### config.mk
export PLATFORM = sky130hd
export DESIGN_NAME = voice_allocator
export DESIGN_NICKNAME = d
export VERILOG_FILES = /design/src/rtl/voice_allocator.sv
export SDC_FILE = /design/constraint.sdc
export NUM_CORES = 1
export LEC_CHECK = 0
export ABC_AREA = 1
export BUFFER_PORTS_ARGS = -buffer_cell sky130_fd_sc_hd__buf_2
export CAP_MARGIN = 40
export CORE_MARGIN = 4
export CORE_UTILIZATION = 60
export DETAILED_ROUTE_END_ITERATION = 12
export PLACE_DENSITY = 0.84
export SYNTH_ARGS = -nofsm -noshare
export SYNTH_HDL_FRONTEND = slang
export SYNTH_SLANG_ARGS = --single-unit
export TNS_END_PERCENT = 100
### constraint.sdc
create_clock -name OSC_CLK -period 2.9 [get_ports OSC_CLK]
set_input_delay 0.58 -clock OSC_CLK [delete_from_list [all_inputs] [get_ports OSC_CLK]]
set_output_delay 0.58 -clock OSC_CLK [all_outputs]
set_load 0.005 [all_outputs]
### src/rtl/voice_allocator.sv
// Polyphonic voice allocator: maps MIDI note events onto VOICES engine voices.
// Tracks per-voice keys and LRU ages; one event is scanned, issued and held at a time.
module voice_allocator #(
   parameter int unsigned VOICES  = 8,
   parameter int unsigned V_WIDTH = 3
) (
   input  logic               OSC_CLK,
   input  logic               iRST_N,
   input  logic               in_valid,
   output logic               in_ready,
   input  logic               in_is_on,
   input  logic [7:0]         in_key,
   input  logic [7:0]         in_vel,
   input  logic [VOICES-1:0]  voice_free,
   input  logic               frame_ack,
   output logic [VOICES-1:0]  keys_on,
   output logic               note_on,
   output logic [V_WIDTH-1:0] cur_key_adr,
   output logic [7:0]         cur_key_val,
   output logic [7:0]         cur_vel_on,
   output logic [7:0]         cur_vel_off,
   output logic               stolen,
   output logic [V_WIDTH:0]   active_cnt
);

   typedef enum logic [1:0] {StIdle, StScan, StIssue, StHold} state_e;

   state_e state_q, state_d;

   logic [V_WIDTH-1:0] idx_q;
   logic               is_on_q;
   logic [7:0]         key_q, vel_q;

   // Candidate registers, one per allocation class
   logic               m_found_q, f_found_q, r_found_q;
   logic [V_WIDTH-1:0] m_idx_q, f_idx_q, r_idx_q, o_idx_q;
   logic [V_WIDTH-1:0] r_age_q, o_age_q;

   logic [7:0]         key_tab_q [VOICES];
   logic [V_WIDTH-1:0] age_q     [VOICES];
   logic [VOICES-1:0]  keys_on_q;
   logic               note_on_q, stolen_q;
   logic [V_WIDTH-1:0] cur_key_adr_q;
   logic [7:0]         cur_key_val_q, cur_vel_on_q, cur_vel_off_q;
   logic [V_WIDTH:0]   active_cnt_q;

   logic [V_WIDTH-1:0] tgt;
   logic               pick_o;
   logic               scan_last;
   logic [V_WIDTH:0]   pop_cnt;

   assign scan_last = (idx_q == V_WIDTH'(VOICES - 1));

   always_comb begin
      tgt    = o_idx_q;
      pick_o = 1'b0;
      if (m_found_q) begin
         tgt = m_idx_q;
      end else if (f_found_q) begin
         tgt = f_idx_q;
      end else if (r_found_q) begin
         tgt = r_idx_q;
      end else begin
         pick_o = 1'b1;
      end
   end

   always_comb begin
      pop_cnt = '0;
      for (int v = 0; v < int'(VOICES); v++) begin
         pop_cnt = pop_cnt + (V_WIDTH+1)'(keys_on_q[v]);
      end
   end

   always_ff @(posedge OSC_CLK or negedge iRST_N) begin
      if (!iRST_N) begin
         state_q <= StIdle;
      end else begin
         state_q <= state_d;
      end
   end

   always_comb begin
      state_d  = state_q;
      in_ready = 1'b0;
      unique case (state_q)
         StIdle: begin
            in_ready = 1'b1;
            if (in_valid) state_d = StScan;
         end
         StScan:  if (scan_last) state_d = StIssue;
         StIssue: state_d = is_on_q ? StHold : StIdle;
         StHold:  if (frame_ack) state_d = StIdle;
         default: state_d = StIdle;
      endcase
   end

   always_ff @(posedge OSC_CLK or negedge iRST_N) begin
      if (!iRST_N) begin
         idx_q         <= '0;
         is_on_q       <= 1'b0;
         key_q         <= '0;
         vel_q         <= '0;
         m_found_q     <= 1'b0;
         f_found_q     <= 1'b0;
         r_found_q     <= 1'b0;
         m_idx_q       <= '0;
         f_idx_q       <= '0;
         r_idx_q       <= '0;
         o_idx_q       <= '0;
         r_age_q       <= '0;
         o_age_q       <= '0;
         keys_on_q     <= '0;
         note_on_q     <= 1'b0;
         stolen_q      <= 1'b0;
         cur_key_adr_q <= '0;
         cur_key_val_q <= '0;
         cur_vel_on_q  <= '0;
         cur_vel_off_q <= '0;
         active_cnt_q  <= '0;
         for (int v = 0; v < int'(VOICES); v++) begin
            key_tab_q[v] <= '0;
            age_q[v]     <= V_WIDTH'(v);
         end
      end else begin
         stolen_q     <= 1'b0;
         active_cnt_q <= pop_cnt;
         unique case (state_q)
            StIdle: begin
               if (in_valid) begin
                  is_on_q   <= in_is_on;
                  key_q     <= in_key;
                  vel_q     <= in_vel;
                  idx_q     <= '0;
                  m_found_q <= 1'b0;
                  f_found_q <= 1'b0;
                  r_found_q <= 1'b0;
                  r_age_q   <= '0;
                  o_age_q   <= '0;
                  o_idx_q   <= '0;
               end
            end
            StScan: begin
               idx_q <= idx_q + V_WIDTH'(1);
               if (!m_found_q && keys_on_q[idx_q] && key_tab_q[idx_q] == key_q) begin
                  m_found_q <= 1'b1;
                  m_idx_q   <= idx_q;
               end
               if (!f_found_q && voice_free[idx_q] && !keys_on_q[idx_q]) begin
                  f_found_q <= 1'b1;
                  f_idx_q   <= idx_q;
               end
               if (!keys_on_q[idx_q] && !voice_free[idx_q] &&
                   (!r_found_q || age_q[idx_q] > r_age_q)) begin
                  r_found_q <= 1'b1;
                  r_idx_q   <= idx_q;
                  r_age_q   <= age_q[idx_q];
               end
               if (idx_q == '0 || age_q[idx_q] > o_age_q) begin
                  o_idx_q <= idx_q;
                  o_age_q <= age_q[idx_q];
               end
            end
            StIssue: begin
               if (is_on_q) begin
                  key_tab_q[tgt] <= key_q;
                  keys_on_q[tgt] <= 1'b1;
                  cur_key_adr_q  <= tgt;
                  cur_key_val_q  <= key_q;
                  cur_vel_on_q   <= vel_q;
                  stolen_q       <= pick_o & keys_on_q[tgt];
                  note_on_q      <= 1'b1;
                  // Younger voices age by one; the target becomes the youngest
                  for (int v = 0; v < int'(VOICES); v++) begin
                     if (age_q[v] < age_q[tgt]) age_q[v] <= age_q[v] + V_WIDTH'(1);
                  end
                  age_q[tgt] <= '0;
               end else if (m_found_q) begin
                  keys_on_q[m_idx_q] <= 1'b0;
                  cur_key_adr_q      <= m_idx_q;
                  cur_vel_off_q      <= vel_q;
               end
            end
            StHold: begin
               if (frame_ack) note_on_q <= 1'b0;
            end
            default: ;
         endcase
      end
   end

   assign keys_on     = keys_on_q;
   assign note_on     = note_on_q;
   assign cur_key_adr = cur_key_adr_q;
   assign cur_key_val = cur_key_val_q;
   assign cur_vel_on  = cur_vel_on_q;
   assign cur_vel_off = cur_vel_off_q;
   assign stolen      = stolen_q;
   assign active_cnt  = active_cnt_q;

endmodule

==> results.toml, run 1 <==
[clock_network]
tritoncts.num_buffers = 17
clock_tree.htree_level_count = 4
clkTransAtPathRegs_ns = 0.07
cts_tree = "built"
clock_insertion_delay_worst_skew_ns = 0.44
cts_root_buf = "sky130_fd_sc_hd__clkbuf_16"
cts.hold.buffers_added = 0
clkSinkCount = 172
clk_path_buf_depth = 2

[synth]
netlist_top_cells_area = "sky130_fd_sc_hd__dfrtp_1, sky130_fd_sc_hd__nand2_1, sky130_fd_sc_hd__o21ai_0, sky130_fd_sc_hd__inv_1, sky130_fd_sc_hd__ha_1"
synthesis.instances = 1144
postSynth.asyncResetShare_pct = 100
synth-seq-cells = 172
synth_nets = 1205
yosys.cell_count.top_type = "sky130_fd_sc_hd__nand2_1"
netlist_area_um2 = 9200
synth-warning-count = 0
synth_commonest_cells = "sky130_fd_sc_hd__nand2_1, sky130_fd_sc_hd__o21ai_0, sky130_fd_sc_hd__dfrtp_1"
synth_top_area_cell = "sky130_fd_sc_hd__dfrtp_1"
synth.top_cell.area_share_pct = 43.5
post_synth.cell_area_avg_um2 = 8.05
synthFlopType = "sky130_fd_sc_hd__dfrtp_1"
synth_enable_flop_cells = 0
yosysSeqAreaShare_pct = 46.9
netlist-cell-type-count = 42

[detailed_routing]
remaining_drc_errors = 0
drt-vias-per-instance = 5.90
detail_route.iter0.violations = 863
routed_wire_length_mm = 25.5
wl_per_cell_um = 17.9
vias = 8400
number_of_antenna_violating_nets_in_the_routed_design = 0
drt_pass1_iterations = 6

[layout]
insertedDiodeCount = 0
layout-area-overhead-vs-synth_pct = 14.4
finish.utilization_pct = 69.8
num-nets-final = 1284
post_route_cells_drive_above_1_share_pct = 18.9

[timing]
report.final.setup_viol = 0
final.period_utilization_pct = 95.2
hold_viol = 0
maxSlewViolCount = 0
hold_slack_ns = 0.103
max_slew_margin_pct = 52.7
fmax_mhz = 362
fin_setup_tns_ns = 0
timing.final.crit_period_ns = 2.76
clock_skew_ns = 0.00933
worst_slew_pin_slew_ns = 0.709
rsz0062_at_grt = "false"

[critical_path]
crit_fanout = 2
start_kind = "register"
setup.worst_path.end_class = "register"
rr_endpoint = "active_cnt[2]$_DFF_PN0_"
cp.required_ns = 3.21
setup.reg_to_reg.worst_slack_ns = 0.14
arrival_ns = 3.08
reg2reg_depth = 9
rr_startpoint = "keys_on[0]$_DFFE_PN0P_"
setup.worst_path.class = "register to register"

[floorplan]
die_area_um2 = 17400
core-area_um2 = 15100
dieHeight_um = 132
ioPinCount = 71
placement_rows = 45
start_util_pct = 61.0
dieWidth_um = 132

[power_and_ir_drop]
worst_ir_drop_vdd_mv = 0.688
cellPowerDensity_nw_per_um2 = 1430
p_leak_uw = 0.00530

[placed_design]
routabilityCongestion = 1.02
placement.io_buffers = 70
detailedPlacementHpwl_mm = 17.2

[grt]
antenna_found_initial = 0
grt.overflow.total = 0
grt.total_usage_pct = 29.7
grt_max_degree = 56
grt_pass1_vias = 8211
global_route_wire_length_before_repair_mm = 41.4

[flow_run]
max-cap-violations = 0

[run_status]
outcome = "complete, no violations"

[worst_hold_path]
hold_wc_path_type = "input pin to asynchronous set/reset pin"
[final cells by class]
cell class	instances	area [um2]
inverters	122	465
multi-input cells	803	4250
fillers	1169	4560
well taps	188	235
repair buffers	107	662
flip-flops and latches	172	4320
clock inverters	10	128
clock buffers	21	470
[where the power goes]
group          switching [uW]  leakage, uW  internal (uW)
logic                    5460      0.00281           3070
registers                 747      0.00221           3410
clock network             987     0.000287           1350
[sequential cells by signal (all words and copies together) (netlist names), 4 cells and up]
signal	cells
key_q	8
age_q	24
key_tab_q	64
cur_vel_off	8
keys_on	8
cur_vel_on	8
cur_key_val	8
active_cnt	4
vel_q	8
[worst max-delay path: stages (launching register included)]
cell                      delay, ns
sky130_fd_sc_hd__dfrtp_1       0.37
sky130_fd_sc_hd__inv_1         0.07
sky130_fd_sc_hd__fa_1          0.55
sky130_fd_sc_hd__fa_1          0.43
sky130_fd_sc_hd__fa_1          0.44
sky130_fd_sc_hd__inv_1         0.07
sky130_fd_sc_hd__ha_1          0.16
sky130_fd_sc_hd__inv_1         0.06
sky130_fd_sc_hd__fa_1          0.37
sky130_fd_sc_hd__xnor2_1       0.14
[how the worst max path moves through the flow]
stage,startpoint,end,slack (ns),cells after the start
after detailed placement,f_found_q$_DFFE_PN0P_,age_q[20]$_DFFE_PN0P_,0.16,23
final,keys_on[0]$_DFFE_PN0P_,active_cnt[2]$_DFF_PN0_,0.14,9
after global placement,f_found_q$_DFFE_PN0P_,age_q[20]$_DFFE_PN0P_,0.20,23
after floorplan,keys_on[0]$_DFFE_PN0P_,active_cnt[2]$_DFF_PN0_,0.21,9
after global routing,f_found_q$_DFFE_PN0P_,age_q[17]$_DFFE_PN0P_,0.008,23
after CTS,keys_on[0]$_DFFE_PN0P_,active_cnt[2]$_DFF_PN0_,0.14,9
[repair_timing]
item,4_1_cts,5_1_grt
hold endpoints to repair,0,0
gates resized for setup,0,20
endpoints found under the setup margin,0,28
setup buffers,0,6
[stage by stage]
stage / instance area (um2) / std cells / total power (uW) / setup slack, ns
2_1_floorplan: 9200 / 1144 / 9880 / 0.206
3_3_place_gp: 9830 / 1386 / 11800 / 0.198
3_5_place_dp: 9830 / 1386 / 12200 / 0.163
4_1_cts: 10400 / 1417 / 14600 / 0.138
5_1_grt: 10500 / 1423 / 16200 / 0.00755
6_report: 10500 / 1423 / 15000 / 0.138
[per-layer routing]
metal / wire (um) / global-route usage (%)
met1: 10000 / 37.4
met2: 12300 / 48.7
met3: 1960 / 6.11
met4: 1190 / 15.3
met5: 0 / 0
[cell families (layout without fill, tap and decap cells)]
logic type / after synthesis / count (layout) / synth area share, %
flip-flops: 172 / 172 / 46.9
AO/OA/AOI/OAI: 258 / 258 / 15.1
XOR/XNOR: 13 / 13 / 1.24
AND/OR/NAND/NOR: 500 / 500 / 24.7
adder cells (fa/ha/maj): 32 / 32 / 4.68
buffers and inverters: 169 / 260 / 7.30
[cells in the final DEF, fill, tap and decap left out, drive strengths merged, types with 4 or more instances in the layout]
cell / instances
clkbuf: 21
o21ai: 202
ha: 28
o211ai: 4
nand4: 6
inv: 126
nand3: 81
nand3b: 8
o22ai: 15
nor2: 81
buf: 107
a21oi: 19
dfstp: 12
nand2: 318
xor2: 11
dfrtp: 160
fa: 4
o221ai: 11
No activity file was read; power rests on OpenSTA's default activity.
==> inputs of run 2 (changes only) <==
- CELL_PAD_IN_SITES_DETAIL_PLACEMENT: default -> 0
- CELL_PAD_IN_SITES_GLOBAL_PLACEMENT: default -> 1
- CORE_UTILIZATION: 60 -> 30
- MAX_ROUTING_LAYER: default -> met4
- PLACE_DENSITY: 0.84 -> 0.61
==> run 2 against run 1 <==
Against the previous run: first-iteration DRC count down 52%; via count down 8.3%; critical path type unchanged; register-to-register slack about the same; total power about the same; critical path depth unchanged; clock skew up 0.0056 ns; sequential power about the same; clock power up 4%; largest power group unchanged; core utilization down 34 points; critical endpoint unchanged.
==> results.toml, run 2 (synthesis results as in run 1) <==
[timing]
postLayoutSetupSlackWorst_ns = 0.136
fmax_mhz = 362
report.final.setup_viol = 0
max_slew_margin_pct = 48.3
clock_skew_ns = 0.0150
rsz0062_at_grt = "true"
timing.final.crit_period_ns = 2.76
hold_viol = 0
final.period_utilization_pct = 95.3
hold_slack_ns = 0.138
worst_slew_pin_slew_ns = 0.774
maxSlewViolCount = 0

[run_status]
outcome = "complete, no violations"

[clock_network]
tritoncts.num_buffers = 17
clock_insertion_delay_worst_skew_ns = 0.44
clkSinkCount = 172
clkTransAtPathRegs_ns = 0.07
cts_tree = "built"
cts.hold.buffers_added = 0
clock_tree.htree_level_count = 4
cts_root_buf = "sky130_fd_sc_hd__clkbuf_16"
clk_path_buf_depth = 2

[detailed_routing]
detail_route.iter0.violations = 412
routed_wire_length_mm = 27.4
number_of_antenna_violating_nets_in_the_routed_design = 0
wl_per_cell_um = 16.8
remaining_drc_errors = 0
drt-vias-per-instance = 4.74
vias = 7707
drt_pass1_iterations = 5

[critical_path]
rr_endpoint = "active_cnt[2]$_DFF_PN0_"
setup.worst_path.class = "register to register"
crit_top_cell = "sky130_fd_sc_hd__fa_1"
rr_startpoint = "keys_on[1]$_DFFE_PN0P_"
crit_fanout = 2
timing.critical_path.slowest_cell_delay_ns = 0.50
worstPathCellList = "inv_1, fa_1, fa_1, fa_1, inv_1, ha_1, inv_1, fa_1, xnor2_1"
setup.reg_to_reg.worst_slack_ns = 0.14
start_kind = "register"
setup.worst_path.end_class = "register"
cp.required_ns = 3.22
arrival_ns = 3.09
reg2reg_depth = 9
crit_path_top_delay_cell = "sky130_fd_sc_hd__fa_1"

[floorplan]
dieHeight_um = 183
die_area_um2 = 33500
ioPinCount = 71
placement_rows = 63
start_util_pct = 30.7
core-area_um2 = 30000
dieWidth_um = 183

[placed_design]
placement.cell_area_um2 = 10200
placement.io_buffers = 70
place.detailed.instances = 1593
detailedPlacementHpwl_mm = 19.2
routabilityCongestion = 0.830
setup_slack_placement_ns = 0.105

[layout]
insertedDiodeCount = 0
post_route_cells_drive_above_1_share_pct = 18.9
finish.instance_area_um2 = 10900
layout_common_cells = "sky130_fd_sc_hd__nand2_1, sky130_fd_sc_hd__o21ai_0, sky130_fd_sc_hd__dfrtp_1"
post_layout_nonfiller_instances = 1627
finish.utilization_pct = 36.2
most_common_library_cell_in_the_layout_ignoring_fill_and_taps = "sky130_fd_sc_hd__nand2_1"
regMostFlops = "key_tab_q"
layout-area-overhead-vs-synth_pct = 17.9
max_ffs_per_register = 64
num-nets-final = 1286
largest_registers = "key_tab_q (64), age_q (24)"

[grt]
antenna_found_initial = 0
global_route_wire_length_before_repair_mm = 44.4
grt_pass1_vias = 7728
grt.total_usage_pct = 17.4
grt.overflow.total = 0
grt_max_degree = 62

[flow_run]
max-cap-violations = 0

[power_and_ir_drop]
p_leak_uw = 0.00532
cellPowerDensity_nw_per_um2 = 1380
worst_ir_drop_vdd_mv = 0.530

[worst_hold_path]
hold_wc_path_type = "input pin to asynchronous set/reset pin"
## run 2: cell types whose count changed in the layout (fill, tap and decap cells not counted), moves of 2 or more
cell / delta
sky130_fd_sc_hd__buf_4: +3
sky130_fd_sc_hd__buf_6: -3
sky130_fd_sc_hd__inv_1: +3
sky130_fd_sc_hd__inv_2: -3
sky130_fd_sc_hd__buf_12: +2
sky130_fd_sc_hd__clkbuf_8: -2
sky130_fd_sc_hd__clkinv_8: +2
sky130_fd_sc_hd__inv_6: -2
sky130_fd_sc_hd__nand2_2: -2
## run 2: layout make-up
type	count	area (um2)
Multi-Input combinational cell	803	4270
Clock buffer	18	429
Inverter	122	465
Clock inverter	13	189
Tap cell	390	488
Timing Repair Buffer	109	689
Sequential cell	172	4320
Fill cell	3179	19100
## run 2: worst max path at each step
| stage | start | to | slack, ns | depth (start not counted) |
|---|---|---|---|---|
| global route | f_found_q$_DFFE_PN0P_ | age_q[7]$_DFFE_PN0P_ | -0.02 | 22 |
| detailed placement | idx_q[0]$_DFFE_PN0P_ | r_age_q[1]$_DFFE_PN0P_ | 0.10 | 14 |
| CTS | idx_q[0]$_DFFE_PN0P_ | r_age_q[2]$_DFFE_PN0P_ | 0.10 | 14 |
| global placement | idx_q[0]$_DFFE_PN0P_ | r_age_q[1]$_DFFE_PN0P_ | 0.15 | 14 |
| floorplan | keys_on[0]$_DFFE_PN0P_ | active_cnt[2]$_DFF_PN0_ | 0.21 | 9 |
| finish | keys_on[1]$_DFFE_PN0P_ | active_cnt[2]$_DFF_PN0_ | 0.14 | 9 |
## run 2: worst max-delay path, delay by kind of cell, from the launching register on
kind                     cells  cell delay [ns]
buffers and inverters        3             0.23
XOR/XNOR                     1             0.13
flip-flops                   1             0.38
adder cells (fa/ha/maj)      5             1.90
## run 2: power breakdown
| part | switching [uW] | internal (uW) |
|---|---|---|
| registers | 730 | 3410 |
| logic | 5380 | 3070 |
| clock network | 1050 | 1380 |
## run 2: layer usage
metal	global-route usage, %	part of all wire (%)	vias to the layer above
met5	-	0	-
li1	-	-	3899
met2	28.1	47	96
met4	3.25	1.3	0
met1	23.2	49	3691
met3	3.05	2.8	21
## run 2: repair_timing
action                                  4_1_cts  5_1_grt
hold endpoints to repair                      0        0
buffers inserted                              0        3
gates resized for setup                       0       14
endpoints found under the setup margin        0       28
## run 2: through the flow
step | total power, uW | setup TNS (ns)
5_1_grt | 16500 | -0.0728
3_3_place_gp | 12400 | 0
3_5_place_dp | 12500 | 0
2_1_floorplan | 9880 | 0
4_1_cts | 14900 | 0
6_report | 15000 | 0
==> inputs of run 3 (changes only) <==
- PLACE_DENSITY: 0.61 -> 0.63
- clock period: 2.9 -> 2.23 ns (I/O delays scaled with it)
==> run 3 against run 2 <==
Against the previous run: routed wire length is 8.9% higher; hold slack better by 0.069 ns; critical path depth stayed put; worst setup slack worse by 0.64 ns; cell area is 15% higher; die area stayed put; sequential share of layout area is 5.1 points lower; the run now ends with setup timing left; core utilization is 5.3 points higher; sequential cell count stayed put; critical endpoint is now active_cnt[1]$_DFF_PN0_; global-route usage is 0.86 points higher; clock skew is 0.0032 ns higher.
==> results.toml, run 3 (synthesis results as in run 1) <==
[run_status]
outcome = "complete, but fails checks"
failing_checks = "setup timing"

[layout]
num-nets-final = 1400
max_ffs_per_register = 64
regMostFlops = "key_tab_q"
largest_registers = "key_tab_q (64), age_q (24)"
insertedDiodeCount = 0
layout_common_cells = "sky130_fd_sc_hd__nand2_1, sky130_fd_sc_hd__dfrtp_1, sky130_fd_sc_hd__o21ai_0"
most_common_library_cell_in_the_layout_ignoring_fill_and_taps = "sky130_fd_sc_hd__nand2_1"
fill_cells = 3092
post_layout_nonfiller_instances = 1742
multi_input_comb_area_um2 = 4850
post_route_cells_drive_above_1_share_pct = 33.5
sequential_cell_area_um2 = 4320
finish.utilization_pct = 41.6
layout-area-overhead-vs-synth_pct = 35.3

[critical_path]
setup.worst_path.end_class = "register"
rr_startpoint = "keys_on[1]$_DFFE_PN0P_"
worst_setup_path_startpoint = "keys_on[1]$_DFFE_PN0P_"
start_kind = "register"
cp-endpoint = "active_cnt[1]$_DFF_PN0_"
reg2reg_depth = 9
setup.worst_path.class = "register to register"
crit_fanout = 2
cp.required_ns = 2.57
setup.reg_to_reg.worst_slack_ns = -0.51
rr_endpoint = "active_cnt[1]$_DFF_PN0_"
arrival_ns = 3.08

[clock_network]
clk_path_buf_depth = 2
clock_insertion_delay_worst_skew_ns = 0.44
clkTransAtPathRegs_ns = 0.08
clock_tree.htree_level_count = 4
clkSinkCount = 172
cts_root_buf = "sky130_fd_sc_hd__clkbuf_16"
tritoncts.num_buffers = 17
cts_tree = "built"

[detailed_routing]
number_of_antenna_violating_nets_in_the_routed_design = 0
routed_wire_length_mm = 29.8
drt-vias-per-instance = 4.78
vias = 8327
remaining_drc_errors = 0
wl_per_cell_um = 17.1
detail_route.iter0.violations = 485
drt_pass1_iterations = 5

[timing]
worst_slew_pin_slew_ns = 0.536
timing.final.crit_period_ns = 2.74
report.final.setup_viol = 44
final.period_utilization_pct = 123
hold_viol = 0
clock_skew_ns = 0.0181
rsz0062_at_grt = "true"
max_slew_margin_pct = 64.3
hold_slack_ns = 0.207
postLayoutSetupSlackWorst_ns = -0.509
maxSlewViolCount = 0
fmax_mhz = 365

[floorplan]
die_area_um2 = 33500
ioPinCount = 71
core-area_um2 = 30000
dieWidth_um = 183
start_util_pct = 30.7
dieHeight_um = 183
placement_rows = 63

[grt]
use_met1_pct = 24.3
grtUsageMet3_pct = 2.52
grt.total_usage_pct = 18.2
grt_max_degree = 63
grt.met2_usage_pct = 29.4
grt_pass1_vias = 8349
global_route_wire_length_before_repair_mm = 46.8
grt.overflow.total = 0
antenna_found_initial = 0
grt.busiest_layer = "met2"

[worst_hold_path]
hold_wc_path_type = "input pin to register"
hold_path.startpoint = "in_vel[6]"

[placed_design]
detailedPlacementHpwl_mm = 20.3
placement.io_buffers = 70
routabilityCongestion = 0.891
place.detailed.instances = 1687

[flow_run]
max-cap-violations = 0
-- run 3: cell types whose count changed in the layout (fill, tap and decap cells not counted), moves of 10 or more --
cell / before / now
sky130_fd_sc_hd__buf_4: 36 / 125
sky130_fd_sc_hd__o21ai_0: 193 / 156
sky130_fd_sc_hd__nand2_1: 291 / 260
sky130_fd_sc_hd__nand2_2: 20 / 41
sky130_fd_sc_hd__o21ai_2: 1 / 22
sky130_fd_sc_hd__buf_6: 0 / 14
sky130_fd_sc_hd__o21ai_1: 8 / 22
sky130_fd_sc_hd__inv_1: 106 / 93
sky130_fd_sc_hd__inv_2: 13 / 25
sky130_fd_sc_hd__ha_1: 27 / 16
sky130_fd_sc_hd__ha_4: 1 / 12
sky130_fd_sc_hd__nand2_4: 7 / 17
-- run 3: final cells by class --
type	count	area share, %
Clock inverter	14	1.22
Timing Repair Buffer	223	14.0
Inverter	122	3.76
Sequential cell	172	34.7
Tap cell	390	3.92
Multi-Input combinational cell	803	39.0
Clock buffer	18	3.45
-- run 3: critical path, stage by stage (launching register included) --
cell,delay [ns]
sky130_fd_sc_hd__dfrtp_1,0.39
sky130_fd_sc_hd__inv_2,0.08
sky130_fd_sc_hd__fa_1,0.43
sky130_fd_sc_hd__fa_1,0.51
sky130_fd_sc_hd__fa_1,0.42
sky130_fd_sc_hd__inv_2,0.08
sky130_fd_sc_hd__ha_4,0.14
sky130_fd_sc_hd__inv_2,0.04
sky130_fd_sc_hd__fa_2,0.52
sky130_fd_sc_hd__inv_2,0.03
-- run 3: what timing repair did --
action	in CTS	in global routing
hold buffers	1	0
buffers inserted	10	11
resized for setup	59	123
pin swaps	30	68
hold endpoints to repair	8	0
endpoints found under the setup margin	49	50
cloned	1	3
-- run 3: worst min-delay path by stage --
stage,end,slack (ns),depth (start not counted)
2_1_floorplan,active_cnt[0]$_DFF_PN0_,0.15,0
3_3_place_gp,o_idx_q[2]$_DFFE_PN0P_,0.28,1
3_5_place_dp,r_idx_q[1]$_DFFE_PN0P_,0.28,1
4_1_cts,vel_q[6]$_DFFE_PN0P_,0.19,3
5_1_grt,vel_q[7]$_DFFE_PN0P_,0.22,3
6_report,vel_q[6]$_DFFE_PN0P_,0.21,3
-- run 3: metrics by stage --
stage	cell area, um2	worst slack, ns	setup TNS (ns)
after global routing	12500	-0.585	-18.66
after global placement	11000	-0.460	-15.48
after floorplan	9310	-0.464	-4.73
final	12500	-0.509	-12.41
after detailed placement	11000	-0.502	-16.76
after CTS	11800	-0.491	-13.54
-- run 3: metal layers --
metal	part of all wire, %	wire length, um
met4	1.7	514
met1	48	14300
met3	2.9	867
met5	0	0
met2	47	14100
Power of run 3 is left out: the tool's default activity adds up to more than one toggle a clock period on the data nets, which glitch-free logic cannot reach.
